**config.mk**
```make
export PLATFORM = sky130hd
export DESIGN_NAME = keymgr_sideload_seq
export DESIGN_NICKNAME = d
export VERILOG_FILES = /design/src/rtl/keymgr_sideload_seq.sv
export SDC_FILE = /design/constraint.sdc
export NUM_CORES = 1
export LEC_CHECK = 0
export BUFFER_PORTS_ARGS = -buffer_cell sky130_fd_sc_hd__buf_2
export CAP_MARGIN = 20
export CORE_MARGIN = 2
export CORE_UTILIZATION = 45
export CTS_CLUSTER_DIAMETER = 100
export CTS_CLUSTER_SIZE = 20
export DETAILED_ROUTE_END_ITERATION = 8
export PLACE_DENSITY_LB_ADDON = 0.05
export SLEW_MARGIN = 20
export SYNTH_ARGS = -nofsm -noshare
export SYNTH_HDL_FRONTEND = slang
export SYNTH_SLANG_ARGS = --single-unit
export TNS_END_PERCENT = 20
```
**constraint.sdc**
```tcl
create_clock -name clk_i -period 2.8 [get_ports clk_i]
set_clock_uncertainty 0.1 [all_clocks]
set_input_delay 0.56 -clock clk_i [delete_from_list [all_inputs] [get_ports clk_i]]
set_output_delay 0.56 -clock clk_i [all_outputs]
set_load 0.05 [all_outputs]
```
**src/rtl/keymgr_sideload_seq.sv**
```systemverilog
// Streams a captured sideload key into a consumer's 32-bit key registers, shares outer, words inner.
// Optional KEYMGR_SIDELOAD_WIPE_EN adds a WIPE pass that overwrites the consumer with zeros on revocation.
module keymgr_sideload_seq #(
    parameter int NumRegsKey   = 8,
    parameter int NumSharesKey = 2,
    localparam int ShareW = (NumSharesKey > 1) ? $clog2(NumSharesKey) : 1,
    localparam int IdxW   = (NumRegsKey > 1) ? $clog2(NumRegsKey) : 1
) (
    input  logic                                         clk_i,
    input  logic                                         rst_ni,
    input  logic                                         key_valid_i,
    input  logic [NumSharesKey-1:0][NumRegsKey*32-1:0]   key_i,
    output logic                                         wr_valid_o,
    input  logic                                         wr_ready_i,
    output logic [ShareW-1:0]                            wr_share_o,
    output logic [IdxW-1:0]                              wr_idx_o,
    output logic [31:0]                                  wr_data_o,
    output logic                                         key_loaded_o,
    output logic                                         busy_o
);

    typedef enum logic [1:0] {
        IDLE   = 2'd0,
        LOAD   = 2'd1,
        LOADED = 2'd2
`ifdef KEYMGR_SIDELOAD_WIPE_EN
        ,
        WIPE   = 2'd3
`endif
    } state_t;

`ifdef KEYMGR_SIDELOAD_WIPE_EN
    localparam state_t ExitState = WIPE;
`else
    localparam state_t ExitState = IDLE;
`endif

    state_t state, next_state;

    logic [31:0]       cap [NumSharesKey][NumRegsKey];
    logic [ShareW-1:0] share_cnt;
    logic [IdxW-1:0]   idx_cnt;
    logic              revoked;

    logic valid, loaded, busy, send_key;
    logic capture, clear_cap, cnt_clear;
    logic transfer, last_beat;

    assign transfer  = valid && wr_ready_i;
    assign last_beat = (share_cnt == ShareW'(NumSharesKey - 1)) && (idx_cnt == IdxW'(NumRegsKey - 1));

    always_ff @(posedge clk_i or negedge rst_ni) begin
        if (!rst_ni) begin
            state <= IDLE;
        end else begin
            state <= next_state;
        end
    end

    // A revocation seen in LOAD only lets the beat on the bus finish, then leaves.
    always_comb begin
        next_state = state;
        valid      = 1'b0;
        loaded     = 1'b0;
        busy       = 1'b0;
        send_key   = 1'b0;
        capture    = 1'b0;
        clear_cap  = 1'b0;
        cnt_clear  = 1'b0;
        case (state)
            IDLE: begin
                if (key_valid_i) begin
                    capture    = 1'b1;
                    cnt_clear  = 1'b1;
                    next_state = LOAD;
                end
            end
            LOAD: begin
                valid    = 1'b1;
                busy     = 1'b1;
                send_key = 1'b1;
                if (transfer) begin
                    if (revoked || !key_valid_i) begin
                        clear_cap  = 1'b1;
                        cnt_clear  = 1'b1;
                        next_state = ExitState;
                    end else if (last_beat) begin
                        cnt_clear  = 1'b1;
                        next_state = LOADED;
                    end
                end
            end
            LOADED: begin
                loaded = 1'b1;
                if (!key_valid_i) begin
                    clear_cap  = 1'b1;
                    cnt_clear  = 1'b1;
                    next_state = ExitState;
                end
            end
`ifdef KEYMGR_SIDELOAD_WIPE_EN
            WIPE: begin
                valid = 1'b1;
                busy  = 1'b1;
                if (transfer && last_beat) begin
                    cnt_clear  = 1'b1;
                    next_state = IDLE;
                end
            end
`endif
            default: begin
                next_state = IDLE;
            end
        endcase
    end

    always_ff @(posedge clk_i or negedge rst_ni) begin
        if (!rst_ni) begin
            share_cnt <= '0;
            idx_cnt   <= '0;
            revoked   <= 1'b0;
        end else begin
            revoked <= (next_state == LOAD) && (revoked || (state == LOAD && !key_valid_i));
            if (cnt_clear) begin
                share_cnt <= '0;
                idx_cnt   <= '0;
            end else if (transfer) begin
                if (idx_cnt == IdxW'(NumRegsKey - 1)) begin
                    idx_cnt   <= '0;
                    share_cnt <= share_cnt + 1'b1;
                end else begin
                    idx_cnt <= idx_cnt + 1'b1;
                end
            end
        end
    end

    always_ff @(posedge clk_i or negedge rst_ni) begin
        if (!rst_ni) begin
            for (int s = 0; s < NumSharesKey; s++) begin
                for (int i = 0; i < NumRegsKey; i++) begin
                    cap[s][i] <= '0;
                end
            end
        end else if (capture || clear_cap) begin
            for (int s = 0; s < NumSharesKey; s++) begin
                for (int i = 0; i < NumRegsKey; i++) begin
                    cap[s][i] <= capture ? key_i[s][i*32 +: 32] : 32'h0;
                end
            end
        end
    end

    assign wr_valid_o   = valid;
    assign wr_share_o   = share_cnt;
    assign wr_idx_o     = idx_cnt;
    assign wr_data_o    = send_key ? cap[share_cnt][idx_cnt] : 32'h0;
    assign key_loaded_o = loaded;
    assign busy_o       = busy;

endmodule

```
---- Word-level counts from Yosys, hierarchy flattened ----
Cells that the tools add are included.
operators by class
  add/subtract/negate cells ............... 2
  multiply operators ...................... 0
  divide/modulo/power cells ............... 0
  order comparisons ....................... 2
  equal/unequal tests ..................... 4
  shift-type cells ........................ 0
  mux-type cells .......................... 47
  bitwise gates (word level) .............. 2
  reduce and logical (&&, ||, !) cells .... 12
operators with widths
  cell                                                  count
  2-to-1 mux 256 bit                                    3
  2-to-1 mux 32 bit                                     19
  binary-select mux 32 bit (select 3 bit)               1
  2-to-1 mux 1 bit                                      13
  2-to-1 mux 2 bit                                      5
  2-to-1 mux 3 bit                                      3
  case mux 2 bit (3 select lines)                       1
  equality test 2 x 1 -> 1 bit (second input constant)  2
  >= comparator 4 bit (second input constant)           1
  logical AND 1 bit                                     4
  NOT 3 -> 4 bit                                        1
  nonzero test 2 bit                                    2
  adder 3 x 1 -> 3 bit (second input constant)          1
  equality test 3 bit (second input constant)           1
  logical OR 1 bit                                      3
  case mux 1 bit (3 select lines)                       1
  equality test 2 bit (second input constant)           1
  >= comparator 2 bit (second input constant)           1
  logical NOT 2 bit                                     1
  NOT 1 -> 2 bit                                        1
  case mux 1 bit (2 select lines)                       1
  AND reduction 2 bit                                   1
  adder 1 bit (second input constant)                   1
  logical NOT 1 bit                                     1
word-level totals
  flip-flop bits (word level) ............. 519
  latch bits .............................. 0
  memory bits (writable) .................. 0
  memory bits (read-only) ................. 0
  bits of input ports ..................... 516
  output and inout bits ................... 39
  word-level logic and storage cells ...... 89
  memories ................................ 0

---- Depth between registers and ports, before layout ----
Gate-level depths: netlist of the first run.
  depth in word-level cells ............... 8
  gate-level depth with buffers ........... 9
  mapped depth without buffers ............ 6

---- Worst setup path after synthesis of the first run ----
Ideal clock, no wire load.
  path kind ............................... register to output
  start ................................... reg state[1]
  end ..................................... out wr_data_o[10]
  data arrival time ....................... 2.677 ns
  required time ........................... 2.140 ns
  slack ................................... -0.537 ns
  cell stages (with the launch flop) ...... 7
  path buffers ............................ 2
  path through ............................ dfrtp_1 inv_1 ha_1 buf_2 nand2_1 clkbuf_1 o21ai_0
between the ends
  word-level cells in the longest chain between the ends .. 3
RTL lines
  element                       line  text
  from (decl)                   38    state_t state, next_state;
  from (signal assigned)        56    state <= next_state;
  equality test 2 x 1 -> 1 bit  --
  2-to-1 mux 1 bit              --
  named net busy_o              19    output logic busy_o
  2-to-1 mux 32 bit             157   assign wr_data_o = send_key ? cap[share_cnt][idx_cnt] : 32'h0;
  to (decl)                     17    output logic [31:0] wr_data_o,
The timed path passes the listed nets, and every way through them passes these cells.

---- Final worst setup path of the first run ----
  start ................................... reg share_cnt, in the netlist wr_share_o
  end ..................................... out wr_data_o[21]
between the ends
  word-level cells in the longest chain between the ends .. 8
RTL lines
  element                                                 line  text
  from (decl)                                             41    logic [ShareW-1:0] share_cnt;
  from (signal assigned)                                  130   share_cnt <= share_cnt + 1'b1;
  NOT 1 -> 2 bit (not written as such)                    157
  2-to-1 mux 256 bit (not written as such) (3 in series)  157
  binary-select mux 32 bit (select 3 bit)                 157
  2-to-1 mux 32 bit (not written as such) (2 in series)   157
  2-to-1 mux 32 bit                                       157
Every way passes these cells. The select of a mux whose other input is x is not followed.

==> results_dict.tcl, run 1 <==
set metrics [dict create \
    synth_area_per_cell_sq_um 13.2 \
    synthCells 1718 \
    grt_overflow 0 \
    min_path_type "input port to flip-flop" \
    cts-root-buf "clkbuf_16" \
    worst_slack_ns -0.478 \
    drv_slew 0 \
    drt-initial-drc-count 1814 \
    yosysTopAreaCellShare_pct 57.4 \
    synth_cell_types 33 \
    port_buffers 554 \
    drive_gt1_share_pct 37.4 \
    status "finished, violations left" \
    cts_max_level 1 \
    power_per_cell_area_nw_per_um2 1150 \
    synth_warnings 0 \
    clock_sinks 519 \
    cts_tree "yes" \
    wl_per_cell_microns 28.3 \
    leakage_uw 0.0133 \
    syn_nets 2240 \
    final-hold-violation-count 0 \
    maxSlewHeadroom_pct 33.1 \
    ant_nets 0 \
    crit_path_max_incr_delay_ns 0.53 \
    cts_made_buffers 29 \
    clk_path_buf_depth 3 \
    clk_pin_slew_ns 0.09 \
    hpwlAfterDp_mm 58.4 \
    antenna_found_initial 40 \
    worstPathRequired_ns 2.14 \
    cap_violations 0 \
    tightest_slew_ns 1.00 \
    min_period_over_period_pct 117 \
    path_cells "buf_12 > buf_16 > buf_16 > buf_4 > mux2i_1 > a22oi_1 > nand2_2 > o22ai_2 > buf_6" \
    grt_pass1_vias 18200 \
    dr_total_vias 17900 \
    drcViolationCount 0 \
    start_kind "flip-flop" \
    finalCriticalPeriod_ns 3.28 \
    fmax_ghz 0.305 \
    place_congestion 0.871 \
    setup_viol 32 \
    netlist_area_sq_um 22600 \
    dieArea_sq_um 52100 \
    dieHeight_microns 228 \
    fin_nets 2782 \
    violations "setup timing" \
    area_growth_syn_to_layout_pct 27.5 \
    gr-usage-all-layers_pct 31.1 \
    grt_max_degree 216 \
    crit_arrival_ns 2.62 \
    cp_common_cell "buf_16" \
    synth_seq_cells 519 \
    synth_area_leaders "dfrtp_1, a22o_1, mux2i_1, a22oi_1, clkbuf_1" \
    core_area_sq_um 49900 \
    total_power_uw 33300 \
    die_x_microns 228 \
    setup_tns_ns -13.05 \
    drtPass1Iterations 5 \
    slowest_stage "dfrtp_4" \
    worstPathMaxFanout 7 \
    criticalPathCategory "flip-flop to output port" \
    vdd_drop_max_mv 0.730 \
    via_per_inst 6.07 \
    end_kind "output port" \
    pin_count 555 \
    rsz0062_at_grt "yes" \
    synth_top_area_cell "dfrtp_1" \
    grt_pass1_wl_mm 122 \
    floorplan.initialDensity_pct 45.4 \
    worstSkewPairLatency_ns 0.62 \
    synth-seq-area-share_pct 57.4 \
    routed_wl_mm 83.6 \
    rows 82 \
]
sequential cells by signal (all words and copies together) (netlist names):
register / count
cap: 512
state: 2
wr_idx_o: 3
revoked: 1
wr_share_o: 1
cells by family (layout without fill, tap and decap cells):
logic type | count (synthesis) | after routing | synth area share, %
xor gates and xnor gates | 1 | 1 | 0.0387
adders and majority gates | 6 | 6 | 0.332
DFF | 519 | 519 | 57.4
buffers and inverters | 182 | 725 | 4.02
and+or+nand+nor | 78 | 78 | 1.43
AOI/OAI and AO/OA | 688 | 688 | 25.3
other | 0 | 19 | 0
muxes | 244 | 244 | 11.5
path summary, 6_finish.rpt:
| path | slack, ns | end | startpoint | cells past startpoint |
|---|---|---|---|---|
| max in group asynchronous | 1.26 | cap[46] | rst_ni | 3 |
| hold reg to reg | 0.40 | cap[495] | cap[495] | 1 |
| hold / removal | 0.06 | cap[288] | key_i[192] | 2 |
| min in group asynchronous | 0.38 | cap[319] | rst_ni | 2 |
| setup reg to reg | 0.13 | cap[467] | state[1] | 8 |
| setup / recovery | -0.48 | wr_data_o[21] | wr_share_o | 9 |
critical path, delay by kind of cell (launching register included):
| family | cells | cell delay (ns) |
|---|---|---|
| and+or+nand+nor | 1 | 0.15 |
| muxes | 1 | 0.11 |
| buffers and inverters | 5 | 0.79 |
| AOI/OAI and AO/OA | 2 | 0.40 |
| DFF | 1 | 0.53 |
layer usage:
metal / track usage, % / share of wire [%]
met2: 48.6 / 47
met4: 9.68 / 3.2
met5: 0 / 0.27
met3: 6.93 / 7.1
met1: 43.5 / 43
Yosys cell counts:
| cell | instances |
|---|---|
| a2111oi_0 | 1 |
| a31oi_1 | 1 |
| nor2_1 | 5 |
| a221oi_1 | 12 |
| ha_1 | 6 |
| a22o_1 | 512 |
| buf_2 | 55 |
| and2_1 | 2 |
| mux2i_1 | 232 |
| nand2_1 | 60 |
| buf_1 | 3 |
| buf_6 | 8 |
| buf_4 | 26 |
| xor2_1 | 1 |
| o2bb2ai_1 | 1 |
| o21ai_0 | 25 |
| inv_1 | 5 |
| dfrtp_1 | 519 |
| a21oi_2 | 1 |
| a22oi_1 | 104 |
| nand3_1 | 2 |
| mux4_2 | 12 |
| nand2b_1 | 2 |
| clkbuf_1 | 85 |
| o22ai_1 | 20 |
| a311oi_1 | 1 |
| or3_1 | 1 |
| nor3b_1 | 1 |
| nor2b_1 | 4 |
| a21oi_1 | 8 |
| a21o_1 | 1 |
| o31a_1 | 1 |
| nand2_2 | 1 |
report_power, final:
group          internal, uW  switching [uW]
Sequential            11200            2360
Clock                  1850            2490
Combinational          6750            8580
Total                 19800           13400
per-stage QoR:
stage,cell area [sq um],hold slack [ns],util (%),cells,setup WS (ns)
finish,28800,0.0561,57.8,2952,-0.478
floorplan,22700,0.164,-,1718,-0.303
global route,28800,0.0331,57.8,2946,-0.531
CTS,28000,0.0241,56.2,2907,-0.512
detailed placement,26600,0.380,53.3,2860,0.00685
global placement,26600,0.378,53.3,2860,0.0222
layout make-up:
class                   count  area [sq um]
well taps                 672           841
multi-input cells        1017          9320
flip-flops and latches    519         13000
repair buffers            688          4860
clock buffers              31           733
fillers                  4201         21000
inverters                   5          18.8
diodes                     19          47.5
clock inverters             1          8.76
placed cells by master, fill, tap and decap left out, drive strengths merged, types with 12 or more instances in the layout:
| cell type | netlist | layout |
|---|---|---|
| dfrtp | 519 | 519 |
| mux2i | 232 | 232 |
| a22o | 512 | 512 |
| o21ai | 25 | 25 |
| a22oi | 104 | 104 |
| clkbuf | 85 | 40 |
| a221oi | 12 | 12 |
| buf | 92 | 678 |
| nand2 | 61 | 61 |
| diode | 0 | 19 |
| mux4 | 12 | 12 |
| o22ai | 20 | 20 |
timing repair:
item / in CTS / in global routing
pin swaps: 17 / 72
endpoints found under the hold margin: 42 / 0
setup buffers: 8 / 18
gates cloned: 6 / 9
gates resized for setup: 122 / 96
endpoints found under the setup margin: 32 / 239
hold buffers: 1 / 0
(Power assumes the default switching activity.)
==> run 2, diff against run 1 <==
--- a/config.mk
+++ b/config.mk
@@ -5,13 +5,13 @@
 export SDC_FILE = /design/constraint.sdc
 export NUM_CORES = 1
 export LEC_CHECK = 0
-export BUFFER_PORTS_ARGS = -buffer_cell sky130_fd_sc_hd__buf_2
 export CAP_MARGIN = 20
 export CORE_MARGIN = 2
 export CORE_UTILIZATION = 45
 export CTS_CLUSTER_DIAMETER = 100
 export CTS_CLUSTER_SIZE = 20
 export DETAILED_ROUTE_END_ITERATION = 8
+export DONT_BUFFER_PORTS = 1
 export PLACE_DENSITY_LB_ADDON = 0.05
 export SLEW_MARGIN = 20
 export SYNTH_ARGS = -nofsm -noshare
==> run 2 against run 1 <==
Compared with the run above: the flow now stops in clock tree synthesis; area after synthesis stayed put; synthesized cell count stayed put.
==> results_dict.tcl, run 2 <==
set metrics [dict create \
    status "aborted with a tool error" \
    lastStage "clock tree synthesis" \
    error "[ERROR RSZ-0060] Max buffer count reached." \
    dieHeight_microns 228 \
    rows 82 \
    cts_max_level 1 \
    synth_area_leaders "dfrtp_1, a22o_1, mux2i_1, a22oi_1, clkbuf_1" \
    netlist_area_sq_um 22600 \
    die_x_microns 228 \
    async_reset_ff_share_pct 100 \
    yosysTopAreaCellShare_pct 57.4 \
    place_congestion 0.868 \
    synth_seq_cells 519 \
    synth_top_area_cell "dfrtp_1" \
    synth_warnings 0 \
    floorplan.initialDensity_pct 45.4 \
    cts_setup_buffers 7 \
    synth_area_per_cell_sq_um 13.2 \
    cts_resized 125 \
    clk_path_buf_depth 3 \
    pin_count 555 \
    port_buffers 0 \
    synth-edff-count 0 \
    synth_common_cells "dfrtp_1, a22o_1, mux2i_1" \
    synthCells 1718 \
    synth_cell_types 33 \
    synth-seq-area-share_pct 57.4 \
    cts-root-buf "clkbuf_16" \
    hold_buffers 477 \
    clock_sinks 519 \
    synth_top_flop_cell "dfrtp_1" \
    yosysMostFrequentCell "dfrtp_1" \
    cts_made_buffers 29 \
    syn_nets 2240 \
    hpwlAfterDp_mm 55.4 \
]
-- run 2: cell counts after synthesis --
No cell type changed its count.
-- run 2: through the flow --
| stage | area [sq um] | setup WS [ns] | setup TNS, ns | instances |
|---|---|---|---|---|
| after detailed placement | 24200 | 0.0854 | 0 | 2338 |
| after global placement | 24200 | 0.0965 | 0 | 2338 |
| after floorplan | 22700 | -0.303 | -6.77 | 1718 |
-- run 2: kinds of logic after synthesis --
kind of cell	share of synthesized area, %
xor gates and xnor gates	0.0387
and+or+nand+nor	1.43
adders and majority gates	0.332
muxes	11.5
AOI/OAI and AO/OA	25.3
DFF	57.4
buffers and inverters	4.02
==> run 3, diff against run 2 <==
--- a/config.mk
+++ b/config.mk
@@ -7,12 +7,10 @@
 export LEC_CHECK = 0
 export CAP_MARGIN = 20
 export CORE_MARGIN = 2
-export CORE_UTILIZATION = 45
-export CTS_CLUSTER_DIAMETER = 100
-export CTS_CLUSTER_SIZE = 20
+export CORE_UTILIZATION = 30
 export DETAILED_ROUTE_END_ITERATION = 8
 export DONT_BUFFER_PORTS = 1
-export PLACE_DENSITY_LB_ADDON = 0.05
+export PLACE_DENSITY_LB_ADDON = 0.15
 export SLEW_MARGIN = 20
 export SYNTH_ARGS = -nofsm -noshare
 export SYNTH_HDL_FRONTEND = slang
==> run 3 against run 2 <==
Compared with the run above: the flow now finishes, with violations (hold timing, setup timing).
==> results_dict.tcl, run 3 (synthesis results as in run 1) <==
set metrics [dict create \
    floorplan.initialDensity_pct 30.3 \
    cts-root-buf "clkbuf_16" \
    dpl_cell_area_sq_um 24800 \
    clock_sinks 519 \
    fmax_ghz 0.302 \
    worstSkewPairLatency_ns 0.62 \
    worstPathRequired_ns 2.14 \
    final_cell_mix "dfrtp_1, dlygate4sd3_1, a22o_1" \
    pin_count 555 \
    grt_overflow 0 \
    place_congestion 0.852 \
    min_path_type "input port to asynchronous set/reset pin" \
    cp_common_cell "buf_12" \
    port_buffers 0 \
    met1_length_mm 40.9 \
    cts_max_level 2 \
    leakage_uw 0.0140 \
    clk_pin_slew_ns 0.06 \
    pre_cts_slack_ns -0.231 \
    grt_pass1_vias 18900 \
    maxSlewHeadroom_pct 48.5 \
    clk_path_buf_depth 3 \
    dp.cells 2650 \
    cap_violations 0 \
    start_kind "flip-flop" \
    cts_tree "yes" \
    rows 100 \
    drcViolationCount 0 \
    vdd_drop_max_mv 0.604 \
    cts_made_buffers 61 \
    grt_max_degree 520 \
    drtPass1Iterations 5 \
    final-hold-violation-count 246 \
    layout_commonest_cell "dfrtp_1" \
    drive_gt1_share_pct 16.2 \
    antenna_found_initial 23 \
    drt-initial-drc-count 1398 \
    largest_reg_flops 512 \
    crit_arrival_ns 2.65 \
    power_per_cell_area_nw_per_um2 1170 \
    worst_slack_ns -0.509 \
    end_kind "output port" \
    die_x_microns 279 \
    grt_pass1_wl_mm 133 \
    setup_viol 32 \
    final_area_sq_um 32900 \
    tightest_slew_ns 0.773 \
    finalCoreUtilization_pct 44.2 \
    wl_met2_mm 42.4 \
    rsz0062_at_grt "yes" \
    wl_per_cell_microns 27.5 \
    stdcell_count 3314 \
    dr_wl_met3_mm 6.04 \
    dieArea_sq_um 77600 \
    ant_nets 0 \
    criticalPathCategory "flip-flop to output port" \
    fin_nets 2803 \
    drv_slew 0 \
    crit_path_max_incr_delay_ns 0.62 \
    gr-usage-all-layers_pct 23.0 \
    path_cells "buf_12 > buf_12 > buf_12 > mux4_2 > o21ai_2 > o21ai_2 > buf_12" \
    finalCriticalPeriod_ns 3.31 \
    hpwlAfterDp_mm 63.2 \
    dr_total_vias 17700 \
    setup_tns_ns -13.22 \
    worstPathMaxFanout 7 \
    top_layer "met5" \
    min_period_over_period_pct 118 \
    regMostFlops "cap" \
    dieHeight_microns 279 \
    via_per_inst 5.35 \
    slowest_stage "mux4_2" \
    status "finished, violations left" \
    final.hold.worst_slack_ns -0.446 \
    routed_wl_mm 91.2 \
    core_area_sq_um 74600 \
    area_growth_syn_to_layout_pct 45.6 \
    violations "hold timing, setup timing" \
]
[run 3: cell type report]
cell class	count	area, sq um
tap	969	1210
clock buffer	92	1760
timing repair buffer	677	7380
fill	6853	41600
multi-input combinational	1017	9340
inverter	5	18.8
clock inverter	17	178
antenna	18	45.0
sequential	519	13000
[run 3: power breakdown]
part           leakage [uW]  total [uW]  switching, uW  internal (uW)
Combinational       0.00647       16800           9320           7520
Sequential          0.00656       13800           2510          11300
Clock              0.000956        7890           3310           4580
[run 3: final timing paths]
kind / start / to / slack [ns] / cells after the start
max reg2reg: state[1] / cap[94] / 0.12 / 9
max in group asynchronous: rst_ni / cap[49] / 1.35 / 2
min: rst_ni / cap[383] / -0.45 / 0
max: wr_share_o / wr_data_o[5] / -0.51 / 7
min in group clk_i: key_valid_i / state[1] / 0.07 / 2
min reg2reg: cap[457] / cap[457] / 0.39 / 1
[run 3: critical path, delay by kind of cell, from the launching register on]
| family | cells | cell delay (ns) |
|---|---|---|
| AO/OA/AOI/OAI | 2 | 0.31 |
| buffers and inverters | 4 | 0.62 |
| multiplexers | 1 | 0.62 |
| flip-flops | 1 | 0.45 |
[run 3: layer usage]
layer	global-route usage (%)	vias to the layer above
met2	35.6	616
met4	6.52	8
met5	0	-
li1	-	7917
met3	5.51	115
met1	31.9	9079
[run 3: per-stage QoR]
| step | power, uW | hold slack, ns |
|---|---|---|
| 5_1_grt | 40600 | -0.489 |
| 3_5_place_dp | 28900 | 0.193 |
| 4_1_cts | 38200 | -0.481 |
| 6_report | 38500 | -0.446 |
| 2_1_floorplan | 22200 | 0.164 |
| 3_3_place_gp | 28700 | 0.191 |
[run 3: repair_timing]
item / in CTS / in global routing
pin swaps: 20 / 41
gates resized for setup: 90 / 71
hold buffers: 513 / 4
hold endpoints to repair: 1032 / 166
setup buffers: 5 / 10
gates cloned: 1 / 1
setup endpoints to repair: 32 / 261
==> run 4, diff against run 3 <==
--- a/config.mk
+++ b/config.mk
@@ -11,6 +11,7 @@
 export DETAILED_ROUTE_END_ITERATION = 8
 export DONT_BUFFER_PORTS = 1
 export PLACE_DENSITY_LB_ADDON = 0.15
+export SKIP_LAST_GASP = 1
 export SLEW_MARGIN = 20
 export SYNTH_ARGS = -nofsm -noshare
 export SYNTH_HDL_FRONTEND = slang
==> run 4 against run 3 <==
Compared with the run above: the run still ends with hold timing, setup timing left; power decreased by 0.66%; flip-flop and latch count did not move; largest power group unchanged; maximum frequency is 0.28% lower; largest cell class unchanged; utilization fell by 0.31 points; count of clock-buffer cells in the layout unchanged; sequential power about the same.
==> results_dict.tcl, run 4 (synthesis results as in run 1) <==
set metrics [dict create \
    start_kind "flip-flop" \
    finalCriticalPeriod_ns 3.32 \
    r2r_cells 9 \
    final_area_sq_um 32700 \
    timing.critical_path.to "wr_data_o[21]" \
    min_path_type "input port to asynchronous set/reset pin" \
    leakage_uw 0.0139 \
    largest_reg_flops 512 \
    dieHeight_microns 279 \
    layout_commonest_cell "dfrtp_1" \
    grt_max_degree 520 \
    reg2reg_slack_ns 0.20 \
    status "finished, violations left" \
    worstPathMaxFanout 7 \
    cts_max_level 2 \
    criticalPathCategory "flip-flop to output port" \
    drive_gt1_share_pct 15.3 \
    routed_wl_mm 91.0 \
    die_x_microns 279 \
    power_per_cell_area_nw_per_um2 1170 \
    pre_cts_slack_ns -0.231 \
    worst_slack_ns -0.518 \
    setup_tns_ns -13.73 \
    dieArea_sq_um 77600 \
    grt_pass1_wl_mm 132 \
    critical_path.startpoint "wr_share_o" \
    drtPass1Iterations 5 \
    dpl_cell_area_sq_um 24800 \
    regMostFlops "cap" \
    maxSlewHeadroom_pct 46.9 \
    core_area_sq_um 74600 \
    rr_startpoint "state[1]" \
    tightest_slew_ns 0.796 \
    grt_pass1_vias 18900 \
    area_growth_syn_to_layout_pct 44.6 \
    drcViolationCount 0 \
    final_cell_mix "dfrtp_1, dlygate4sd3_1, a22o_1" \
    place_congestion 0.852 \
    hpwlAfterDp_mm 63.2 \
    fin_nets 2798 \
    cts_tree "yes" \
    pin_count 555 \
    final-hold-violation-count 257 \
    dr_total_vias 17800 \
    floorplan.initialDensity_pct 30.3 \
    grt_overflow 0 \
    port_buffers 0 \
    clock_sinks 519 \
    clk_pin_slew_ns 0.07 \
    worstSkewPairLatency_ns 0.62 \
    drv_slew 0 \
    drt-initial-drc-count 1371 \
    wl_per_cell_microns 27.5 \
    setup_viol 32 \
    fill_cells 6873 \
    stdcell_count 3309 \
    clk_path_buf_depth 3 \
    total_power_uw 38200 \
    cts-root-buf "clkbuf_16" \
    final.hold.worst_slack_ns -0.453 \
    min_period_over_period_pct 118 \
    antenna_found_initial 23 \
    ant_nets 0 \
    fmax_ghz 0.301 \
    violations "hold timing, setup timing" \
    rsz0062_at_grt "yes" \
    end_kind "output port" \
    rows 100 \
    vdd_drop_max_mv 0.608 \
    dp.cells 2650 \
    regToRegEndpoint "cap[203]" \
    worstPathRequired_ns 2.14 \
    cap_violations 0 \
    crit_arrival_ns 2.66 \
    gr-usage-all-layers_pct 22.9 \
    cts_made_buffers 61 \
    via_per_inst 5.37 \
]
run 4: cell count changes in the layout (fill, tap and decap cells not counted), moves of 3 or more:
cell / delta
buf_4: -3
nand2_1: +5
o21ai_4: -3
a22oi_1: +6
nand2_2: -3
o22ai_4: -3
mux2i_2: +3
a22oi_2: -6
o21ai_1: +3
run 4: through the flow:
step	hold WS [ns]	util, %
after floorplan	0.164	-
after global placement	0.191	33.2
after global routing	-0.492	43.8
after CTS	-0.481	43.1
final	-0.453	43.8
after detailed placement	0.193	33.2
run 4: worst min-delay path by stage:
stage | start | to | cells past startpoint
6_report | rst_ni | cap[99] | 0
2_1_floorplan | rst_ni | cap[0] | 0
4_1_cts | rst_ni | cap[354] | 0
5_1_grt | rst_ni | cap[99] | 0
3_5_place_dp | rst_ni | cap[127] | 0
3_3_place_gp | rst_ni | cap[127] | 0
run 4: metal layers:
| metal | wire length (microns) | global-route usage, % | up-vias |
|---|---|---|---|
| met1 | 41000 | 31.9 | 9132 |
| met5 | 64 | 0 | - |
| met4 | 1890 | 6.38 | 12 |
| met2 | 42200 | 35.6 | 632 |
| li1 | - | - | 7899 |
| met3 | 5860 | 5.52 | 109 |
run 4: layout make-up:
cell class	instances	area [sq um]	area share, %
Clock inverter	17	178	0.543
Tap cell	969	1210	3.71
Clock buffer	92	1760	5.39
Inverter	5	18.8	0.0574
Multi-Input combinational cell	1017	9180	28.1
Sequential cell	519	13000	39.7
Antenna cell	18	45.0	0.138
Timing Repair Buffer	672	7300	22.3
run 4: critical path, cell delays in order (launching register included):
cell and delay [ns]:
dfrtp_4 0.51, buf_12 0.17, buf_4 0.16, buf_16 0.14
buf_6 0.13, mux2i_1 0.11, a22oi_1 0.23, nand2_2 0.16
o22ai_2 0.24, buf_12 0.17
run 4: what timing repair did:
action	4_1_cts	5_1_grt
hold buffers	513	1
endpoints found under the setup margin	32	262
setup buffers	5	8
endpoints found under the hold margin	1032	211
resized for setup	50	77
cloned	1	1
pin swaps	7	40
run 4: power breakdown:
part	leakage, uW	internal (uW)	switching (uW)
Combinational	0.00641	7430	9180
Sequential	0.00656	11300	2490
Clock	0.000956	4580	3300
